**src/rtl/dmn_last_seq.sv**
```systemverilog
// Terminal dmn_* stage: streams a NUM_PARA-word parameter table over valid/ready, then pulses dmn_end.
// Define DMN_LAST_WR_EN for a runtime-writable table (cfg_* ports); otherwise the table is constant PARA_INIT.
module dmn_last_seq #(
  parameter bit                         ZERO      = 1'b0,
  parameter int                         NUM_PARA  = 3,
  parameter int                         PARA_W    = 32,
  parameter logic [NUM_PARA*PARA_W-1:0] PARA_INIT = {32'd8, 32'd2, 32'hff9911},
  localparam int                        IDX_W     = (NUM_PARA > 1) ? $clog2(NUM_PARA) : 1
) (
  input  logic              clk,
  input  logic              rst,
  input  logic              dmn_en,
  output logic              dmn_end,
  output logic              zero,
  output logic              busy,
  output logic [PARA_W-1:0] para_data,
  output logic [IDX_W-1:0]  para_idx,
  output logic              para_valid,
  input  logic              para_ready
`ifdef DMN_LAST_WR_EN
  ,
  input  logic              cfg_we,
  input  logic [IDX_W-1:0]  cfg_addr,
  input  logic [PARA_W-1:0] cfg_wdata
`endif
);

  typedef enum logic [1:0] {IDLE, SEND, DONE, WAIT_LOW} state_t;

  localparam logic [IDX_W-1:0] LAST_IDX = IDX_W'(NUM_PARA - 1);

  state_t            state_reg, state_next;
  logic              valid_reg, valid_next;
  logic              end_reg, end_next;
  logic              busy_reg, busy_next;
  logic [IDX_W-1:0]  idx_reg, idx_next;
  logic [PARA_W-1:0] data_reg, data_next;

  logic [PARA_W-1:0] init_word  [NUM_PARA];
  logic [PARA_W-1:0] table_word [NUM_PARA];
  logic [IDX_W-1:0]  rd_idx;
  logic [PARA_W-1:0] rd_word;

  for (genvar gi = 0; gi < NUM_PARA; gi++) begin : g_init
    assign init_word[gi] = PARA_INIT[gi*PARA_W +: PARA_W];
  end

`ifdef DMN_LAST_WR_EN
  logic wr_en;

  // Table is frozen while a burst is in flight; out-of-range addresses are dropped.
  assign wr_en = cfg_we && !busy_reg &&
                 ({{(32-IDX_W){1'b0}}, cfg_addr} < 32'(NUM_PARA));

  for (genvar gi = 0; gi < NUM_PARA; gi++) begin : g_tbl
    logic [PARA_W-1:0] word_reg;
    always_ff @(posedge clk) begin
      if (rst)
        word_reg <= init_word[gi];
      else if (wr_en && cfg_addr == IDX_W'(gi))
        word_reg <= cfg_wdata;
    end
    assign table_word[gi] = word_reg;
  end

  // Forward a same-cycle write so a burst started alongside it sees the new word.
  assign rd_word = (wr_en && cfg_addr == rd_idx) ? cfg_wdata : table_word[rd_idx];
`else
  for (genvar gi = 0; gi < NUM_PARA; gi++) begin : g_tbl
    assign table_word[gi] = init_word[gi];
  end

  assign rd_word = table_word[rd_idx];
`endif

  // Word to load next: index 0 on start, idx+1 while advancing; never wraps.
  assign rd_idx = (state_reg == SEND && idx_reg != LAST_IDX) ? idx_reg + 1'b1 : '0;

  always_ff @(posedge clk) begin
    if (rst) begin
      state_reg <= IDLE;
      valid_reg <= 1'b0;
      end_reg   <= 1'b0;
      busy_reg  <= 1'b0;
      idx_reg   <= '0;
      data_reg  <= '0;
    end else begin
      state_reg <= state_next;
      valid_reg <= valid_next;
      end_reg   <= end_next;
      busy_reg  <= busy_next;
      idx_reg   <= idx_next;
      data_reg  <= data_next;
    end
  end

  always_comb begin
    state_next = state_reg;
    valid_next = valid_reg;
    idx_next   = idx_reg;
    data_next  = data_reg;
    case (state_reg)
      IDLE: begin
        if (dmn_en) begin
          state_next = SEND;
          valid_next = 1'b1;
          idx_next   = '0;
          data_next  = rd_word;
        end
      end
      SEND: begin
        if (valid_reg && para_ready) begin
          if (idx_reg == LAST_IDX) begin
            valid_next = 1'b0;
            state_next = DONE;
          end else begin
            idx_next  = rd_idx;
            data_next = rd_word;
          end
        end
      end
      DONE:     state_next = WAIT_LOW;
      WAIT_LOW: if (!dmn_en) state_next = IDLE;
      default:  state_next = IDLE;
    endcase
    end_next  = (state_next == DONE);
    busy_next = (state_next == SEND) || (state_next == DONE);
  end

  assign dmn_end    = end_reg;
  assign busy       = busy_reg;
  assign para_valid = valid_reg;
  assign para_idx   = idx_reg;
  assign para_data  = data_reg;
  assign zero       = ZERO;

endmodule

```
**config.mk**
```make
export PLATFORM = sky130hd
export DESIGN_NAME = dmn_last_seq
export DESIGN_NICKNAME = d
export VERILOG_FILES = /design/src/rtl/dmn_last_seq.sv
export SDC_FILE = /design/constraint.sdc
export NUM_CORES = 1
export LEC_CHECK = 0
export CORE_ASPECT_RATIO = 0.8
export CORE_MARGIN = 1
export CORE_UTILIZATION = 30
export CTS_BUF_LIST = sky130_fd_sc_hd__clkbuf_8
export CTS_CLUSTER_SIZE = 30
export DETAILED_ROUTE_END_ITERATION = 10
export PLACE_DENSITY = 0.65
export SLEW_MARGIN = 10
export SYNTH_ARGS = -nofsm -noshare
export SYNTH_HDL_FRONTEND = slang
export SYNTH_SLANG_ARGS = --single-unit
```
**constraint.sdc**
```tcl
create_clock -name clk -period 1.88 [get_ports clk]
set_input_delay 0.564 -clock clk [delete_from_list [all_inputs] [get_ports clk]]
set_output_delay 0.564 -clock clk [all_outputs]
set_load 0.005 [all_outputs]
```
* Word level (Yosys, flattened, before mapping)
Index checks and enable logic that the tools add are counted.
** Operators by class
- $add $sub $neg :: 1
- $lt $le $gt $ge :: 1
- Eq/ne operators :: 11
- Mux-type cells :: 21
- Bitwise operators :: 1
- Reductions and logical operators :: 7
** Operators by type and width (number)
- two-way mux 32 bit :: 5
- binary-select mux 32 bit (select 2 bit) :: 1
- case mux 32 bit (2 select lines) :: 1
- two-way mux 2 bit :: 8
- == test 2 bit, second input constant :: 4
- case mux 2 bit (4 select lines) :: 1
- AND reduction 4 bit :: 2
- != test 2 bit, second input constant :: 3
- == test 2 x 1 -> 1 bit, second input constant :: 2
- != test 2 x 1 -> 1 bit, second input constant :: 2
- case mux 2 bit (2 select lines) :: 1
- >= comparator 3 bit, second input constant :: 1
- two-way mux 1 bit :: 3
- NOT 2 -> 3 bit :: 1
- adder 2 x 1 -> 2 bit, second input constant :: 1
- logical AND 1 bit :: 2
- zero test 2 bit :: 1
- case mux 1 bit (2 select lines) :: 1
- nonzero test 2 bit :: 1
- logical OR 1 bit :: 1
** Word-level totals
- Register bits after elaboration :: 39
- Bits of input ports :: 4
- Output and inout bits :: 38
- Word-level logic and storage cells :: 48

* Longest topological paths before layout
Gate-level depths: netlist (run 1).
- Word-level depth :: 10
- Mapped depth :: 7
- Depth with buffers taken out :: 7

* Worst setup path before layout (run 1)
No wires, ideal clock.
- Path type :: register to register
- Start point :: register idx_reg[0], in the netlist para_idx[0]
- End point :: register busy_reg, in the netlist busy
- Library setup time :: 64 ps
- Arrival :: 1483 ps
- Required time :: 1816 ps
- Slack :: 334 ps
- Cell stages (with the launch flop) :: 8
- Path buffers :: 0
- Clock period less this slack :: 1546 ps
- Path through :: dfxtp_1 > inv_1 > ha_1 > and4_1 > nor2_1 > o21ai_0 > ha_1 > nor2_1
** Between the ends
- Longest elaborated chain between the ends :: 6
- Elaborated cells on any way between the ends :: 7
- Classes of those cells :: eq/ne (3); mux (3); reduce/logical (1)
** Ends and longest elaborated chain
- start, declared :: line 36 : logic [IDX_W-1:0] idx_reg, idx_next;
- start signal, assigned :: line 92 : idx_reg <= idx_next;
- == test 2 bit (*) :: line 113 : if (idx_reg == LAST_IDX) begin
- two-way mux 2 bit (*) :: line 113
- two-way mux 2 bit (*) :: line 112 : if (valid_reg && para_ready) begin
- case mux 2 bit (4 select lines) (*) :: line 102 : case (state_reg)
- == test 2 x 1 -> 1 bit / == test 2 bit (equally long branches) :: line 127 : busy_next = (state_next == SEND) || (state_next == DONE);
- logical OR 1 bit (*) :: line 127
- end signal, assigned :: line 91 : busy_reg <= busy_next;
- end, declared :: line 35 : logic busy_reg, busy_next;
Every way passes the cells marked *; elsewhere a longest branch is shown, timed or not.
A chain may end at the register's enable or synchronous reset.

==> metrics.txt, run 1 <==
critical path data arrival time ~1.2 ns; post_cts resized 1; worst skew pair latency around 0.23 ns; crit path time final 1.77 ns; CTS Buffer Depth 2; DRC 0; num rows 15; largest net degree at the start of global routing 16; synthesis-to-layout area growth 24.8%; placed cell areas 821 um^2; clock root cell clkbuf_8; setup repair bufs after CTS 0; initial antenna violation count 0; IO buf count 24; first-pass GRT wire length roughly 1.6 mm; total core area roughly 2200 um^2; Peak supply drop 0.000338 V; Fmax around 560 MHz; sequential share of power 0.415; DR WL/cell about 9.5 um; Gate Count Post-Synth 73; Startpoint Class flip-flop; post-synthesis instance area ~690 um^2; RSZ-0062 raised after global routing false; worst path bufs/invs 1; Final period util 0.944; clock share of power 0.388; Critical-path top delay cell clkdlybuf4s50_1; Multi-input gate area 312 um^2; Critical Path RT roughly 1.3 ns; Post-Layout Cell Count between 100 and 150; share of layout cells above drive strength 1 0.157; status complete, no violations; Crit path max-delay family buffers and inverters; Synth cell types 25; final net count between 90 and 100; syn avg cell area between 9 and 10 um^2; Initial Util 0.321; CTS tree yes; # setup viols final 0; total grt overflow 0; DP Cell Count 111; clock-pin slew on the worst setup and hold paths around 0.050 ns; max cap viols 0; Seq/Total Area, Yosys 0.289; Power Density approximately 650 nW/um^2; Synth Warn # 0; Clock Skew ~0.002 ns; final non-filler cell area 863 um^2; Pint 0.431 mW; vias in the first global route about 370; Worst path max stage delay about 0.54 ns; Fin Hold WS roughly 0.46 ns; CP Max Fanout 15; Switching Share 0.229; Post-DRT Antenna Nets 0; H-tree depth 1; critical path capture point type primary output; fill count ~210; Comb power frac 0.196; register area about 200 um^2; FF+latch count, synth 10; total CTS buffers 3; HP Class flip-flop to flip-flop; DR vias 467; critical path class flip-flop to primary output; leakage power figure 0.384 nW; Fin. Hold Viols 0; Overall Power 0.559 mW; DP Wirelength between 800 and 900 um; setup TNS 0 ns; hold_buf cts 0; Die H 45.0 um; chip width 55.7 um; worst-path cell chain clkdlybuf4s50_1; Switch Pwr 0.128 mW; DR iter-0 viols 8; max reg flops 3; Die ar. roughly 2500 um^2; GPL Wtd Cong ~0.76; Slew Limit Fails 0; final wirelength ~1.1 mm; clk sinks 10; num ports 42; drt first pass iters 3; vias per cell approximately 4.1; n_diodes 0; GRT Util Overall 0.0889
power groups by stage:
stage,clock network [mW],logic [mW],registers [mW]
detailed placement,0,0.110,0.236
global route,0.234,0.120,0.235
global placement,0,0.108,0.235
floorplan,0,0.0928,0.235
CTS,0.224,0.110,0.233
finish,0.217,0.110,0.232
worst paths after layout:
kind | from | to | slack [ns] | depth (start not counted)
hold reg to reg | para_data[1] | para_data[1] | 0.46 | 1
setup / recovery | para_data[23] | para_data[8] | 0.11 | 1
hold / removal | para_data[1] | para_data[1] | 0.46 | 1
setup reg to reg | para_idx[0] | busy | 0.23 | 7
Yosys cell counts, drive strengths merged:
| cell | number | share of area |
|---|---|---|
| ha | 2 | 0.036 |
| and4b | 2 | 0.034 |
| or2b | 1 | 0.011 |
| a22o | 1 | 0.014 |
| a32o | 2 | 0.033 |
| nor3b | 2 | 0.038 |
| inv | 4 | 0.022 |
| a221oi | 1 | 0.013 |
| o21ai | 2 | 0.014 |
| mux2 | 1 | 0.016 |
| o21a | 1 | 0.011 |
| o31ai | 1 | 0.031 |
| o21bai | 1 | 0.011 |
| dfxtp | 10 | 0.29 |
| nand3b | 1 | 0.011 |
| a21oi | 2 | 0.014 |
| and4 | 1 | 0.013 |
| nor2 | 3 | 0.016 |
| nor2b | 2 | 0.018 |
| o211a | 1 | 0.014 |
| conb | 1 | 0.0054 |
| and2 | 1 | 0.0090 |
| buf | 30 | 0.33 |
worst register-to-register path, stage by stage, from the launching register on:
cell	delay [ns]
dfxtp_1	0.37
inv_1	0.10
ha_1	0.24
and4_1	0.23
nor2_1	0.14
o21ai_0	0.11
ha_1	0.31
nor2_1	0.10
metal layers:
layer	track usage	part of all wire	vias to the layer above
li1	-	-	235
met1	0.105	0.47	197
met2	0.142	0.43	33
met3	0.0372	0.087	2
met4	0.0450	0.013	0
met5	0	0	-
logic make-up after synthesis:
kind of cell	count (synthesis)	synth area share
buffers and inverters	34	0.347
AND/OR/NAND/NOR	13	0.150
AO/OA/AOI/OAI	12	0.156
flip-flops	10	0.289
adder cells (fa/ha/maj)	2	0.0362
multiplexers	1	0.0163
other	1	0.00542
layout by cell type, fill, tap and decap left out, types with 2 or more instances in the layout:
cell type	Yosys	layout
nor2b_1	2	2
buf_4	30	3
inv_1	4	4
nor2_1	3	3
dfxtp_1	10	9
ha_1	2	2
conb_1	1	17
clkdlybuf4s50_1	0	24
clkbuf_8	0	3
a32o_2	2	2
o21ai_0	2	2
a21oi_1	2	2
per-stage QoR:
stage / worst slack, ns / utilization
detailed placement: -0.0789 / 0.380
global route: 0.0285 / 0.400
global placement: -0.00623 / 0.380
CTS: 0.0844 / 0.400
floorplan: 0.334 / -
finish: 0.106 / 0.400
final cells by class:
| type | count | share of cell area |
|---|---|---|
| Sequential cell | 10 | 0.233 |
| Inverter | 4 | 0.0174 |
| Tap cell | 25 | 0.0362 |
| Clock buffer | 3 | 0.0478 |
| Multi-Input combinational cell | 45 | 0.361 |
| Timing Repair Buffer | 27 | 0.304 |
(Power assumes the default switching activity.)
==> run 2: changes to the inputs <==
clock period = 2.25 ns   (was 1.88 ns; I/O delays follow)
==> run 2 against run 1 <==
  * Worst hold slack improved by 0.021 ns
  * Via count decreased by 0.21%
  * Global-route usage increased by 0.59 points
  * Power decreased by 17%
  * Die area unchanged
  * Sequential power decreased by 16%
  * Combinational power decreased by 17%
  * Sequential share of layout area increased by 0.30 points
  * First-iteration DRC count increased by 38%
  * Utilization decreased by 0.75 points
  * Worst setup slack improved by 0.11 ns
  * Flip-flop and latch count unchanged
  * Critical endpoint is now para_data[21]
  * Largest cell class unchanged
==> metrics.txt, run 2 (synthesis gave the netlist of run 1 again) <==
clk sinks 10; Fin. Hold Viols 0; Initial Util 0.321; Crit path depth 1; Post-DRT Antenna Nets 0; Slew Limit Fails 0; HP Class flip-flop to flip-flop; total grt overflow 0; critical path capture point type primary output; Worst path max stage delay between 0.5 and 0.6 ns; critical path class flip-flop to primary output; CTS Buffer Depth 2; DR iter-0 viols 11; GRT Util Overall 0.0948; met3 WL about 96 um; Peak supply drop 0.000349 V; Clock Skew roughly 0.0027 ns; critical path data arrival time between 1 and 1.5 ns; first-pass GRT wire length approximately 1.6 mm; Top Metal Used met4; total CTS buffers 3; Crit path max-delay family buffers and inverters; Final period util 0.904; max cap viols 0; drt first pass iters 4; worst r2r path cells 7; num ports 42; most frequent cells in the layout clkdlybuf4s50_1, conb_1, dfxtp_1; CP Max Fanout 15; hold_buf cts 0; Power Density roughly 550 nW/um^2; worst path bufs/invs 1; H-tree depth 1; placed cell areas ~810 um^2; hold path depth 1; # setup viols final 0; setup TNS 0 ns; DR vias roughly 470; total core area approximately 2200 um^2; leakage power figure 0.373 nW; synthesis-to-layout area growth 22.4%; setup repair bufs after CTS 0; worst-path cell chain clkdlybuf4s50_1; WL met2 about 480 um; post_cts resized 0; final wirelength roughly 1.1 mm; final net count 95; DR WL/cell approximately 10 um; crit path time final slightly above 2 ns; Die ar. around 2500 um^2; CTS tree yes; status complete, no violations; DRC 0; n_diodes 0; Fmax 492 MHz; WL met1 496 um; GPL Wtd Cong around 0.77; largest net degree at the start of global routing 16; commonest non-fill, non-tap cell in the layout clkdlybuf4s50_1; clock-pin slew on the worst setup and hold paths roughly 0.050 ns; vias in the first global route 346; Critical Path RT 1.57 ns; Startpoint Class flip-flop; clock root cell clkbuf_8; initial antenna violation count 0; final non-filler cell area 847 um^2; RSZ-0062 raised after global routing false; DP Wirelength about 800 um; Critical-path top delay cell clkdlybuf4s50_1; num rows 15; worst skew pair latency 0.23 ns; Die H roughly 45 um; chip width 55.7 um; vias per cell roughly 4.2; IO buf count 24; max reg flops 3; share of layout cells above drive strength 1 0.126
run 2: cell types whose count changed in the layout (fill, tap and decap cells not counted), sizes merged:
cell,delta
buf,-2
run 2: layout make-up:
cell class	count	area [um^2]
fill	211	1310
multi-input combinational	45	312
timing repair buffer	25	248
sequential	10	200
clock buffer	3	41.3
tap	25	31.3
inverter	4	15.0
run 2: path summary, 6_finish.rpt:
path / to / startpoint / slack (ns)
max: para_data[21] / para_data[23] / 0.22
max reg2reg: busy / para_idx[0] / 0.54
min: para_data[1] / para_data[1] / 0.48
min reg2reg: para_data[1] / para_data[1] / 0.48
run 2: routing by layer:
layer / vias up / track usage
met5: - / 0
met4: 0 / 0.0900
met3: 4 / 0.0372
met2: 35 / 0.137
met1: 195 / 0.109
li1: 232 / -
run 2: stage by stage:
stage	hold WS, ns	total power [mW]	utilization	std cells	setup WS, ns
final	0.484	0.466	0.392	112	0.217
after CTS	0.489	0.471	0.392	112	0.185
after floorplan	0.468	0.274	-	89	0.704
after detailed placement	0.468	0.288	0.373	109	0.243
after global placement	0.458	0.287	0.373	109	0.261
after global routing	0.493	0.485	0.392	112	0.103
run 2: power breakdown:
part | total (mW) | leakage (nW) | internal [mW] | switching, mW
sequential | 0.194 | 0.0818 | 0.184 | 0.00980
combinational | 0.0910 | 0.269 | 0.0579 | 0.0331
clock | 0.181 | 0.0216 | 0.117 | 0.0642
total | 0.466 | 0.373 | 0.359 | 0.107
==> run 3: changes to the inputs <==
SKIP_LAST_GASP = 1   (was unset)
==> results of run 3 <==
Final layout, timing and power as in run 2 (identical DEF).
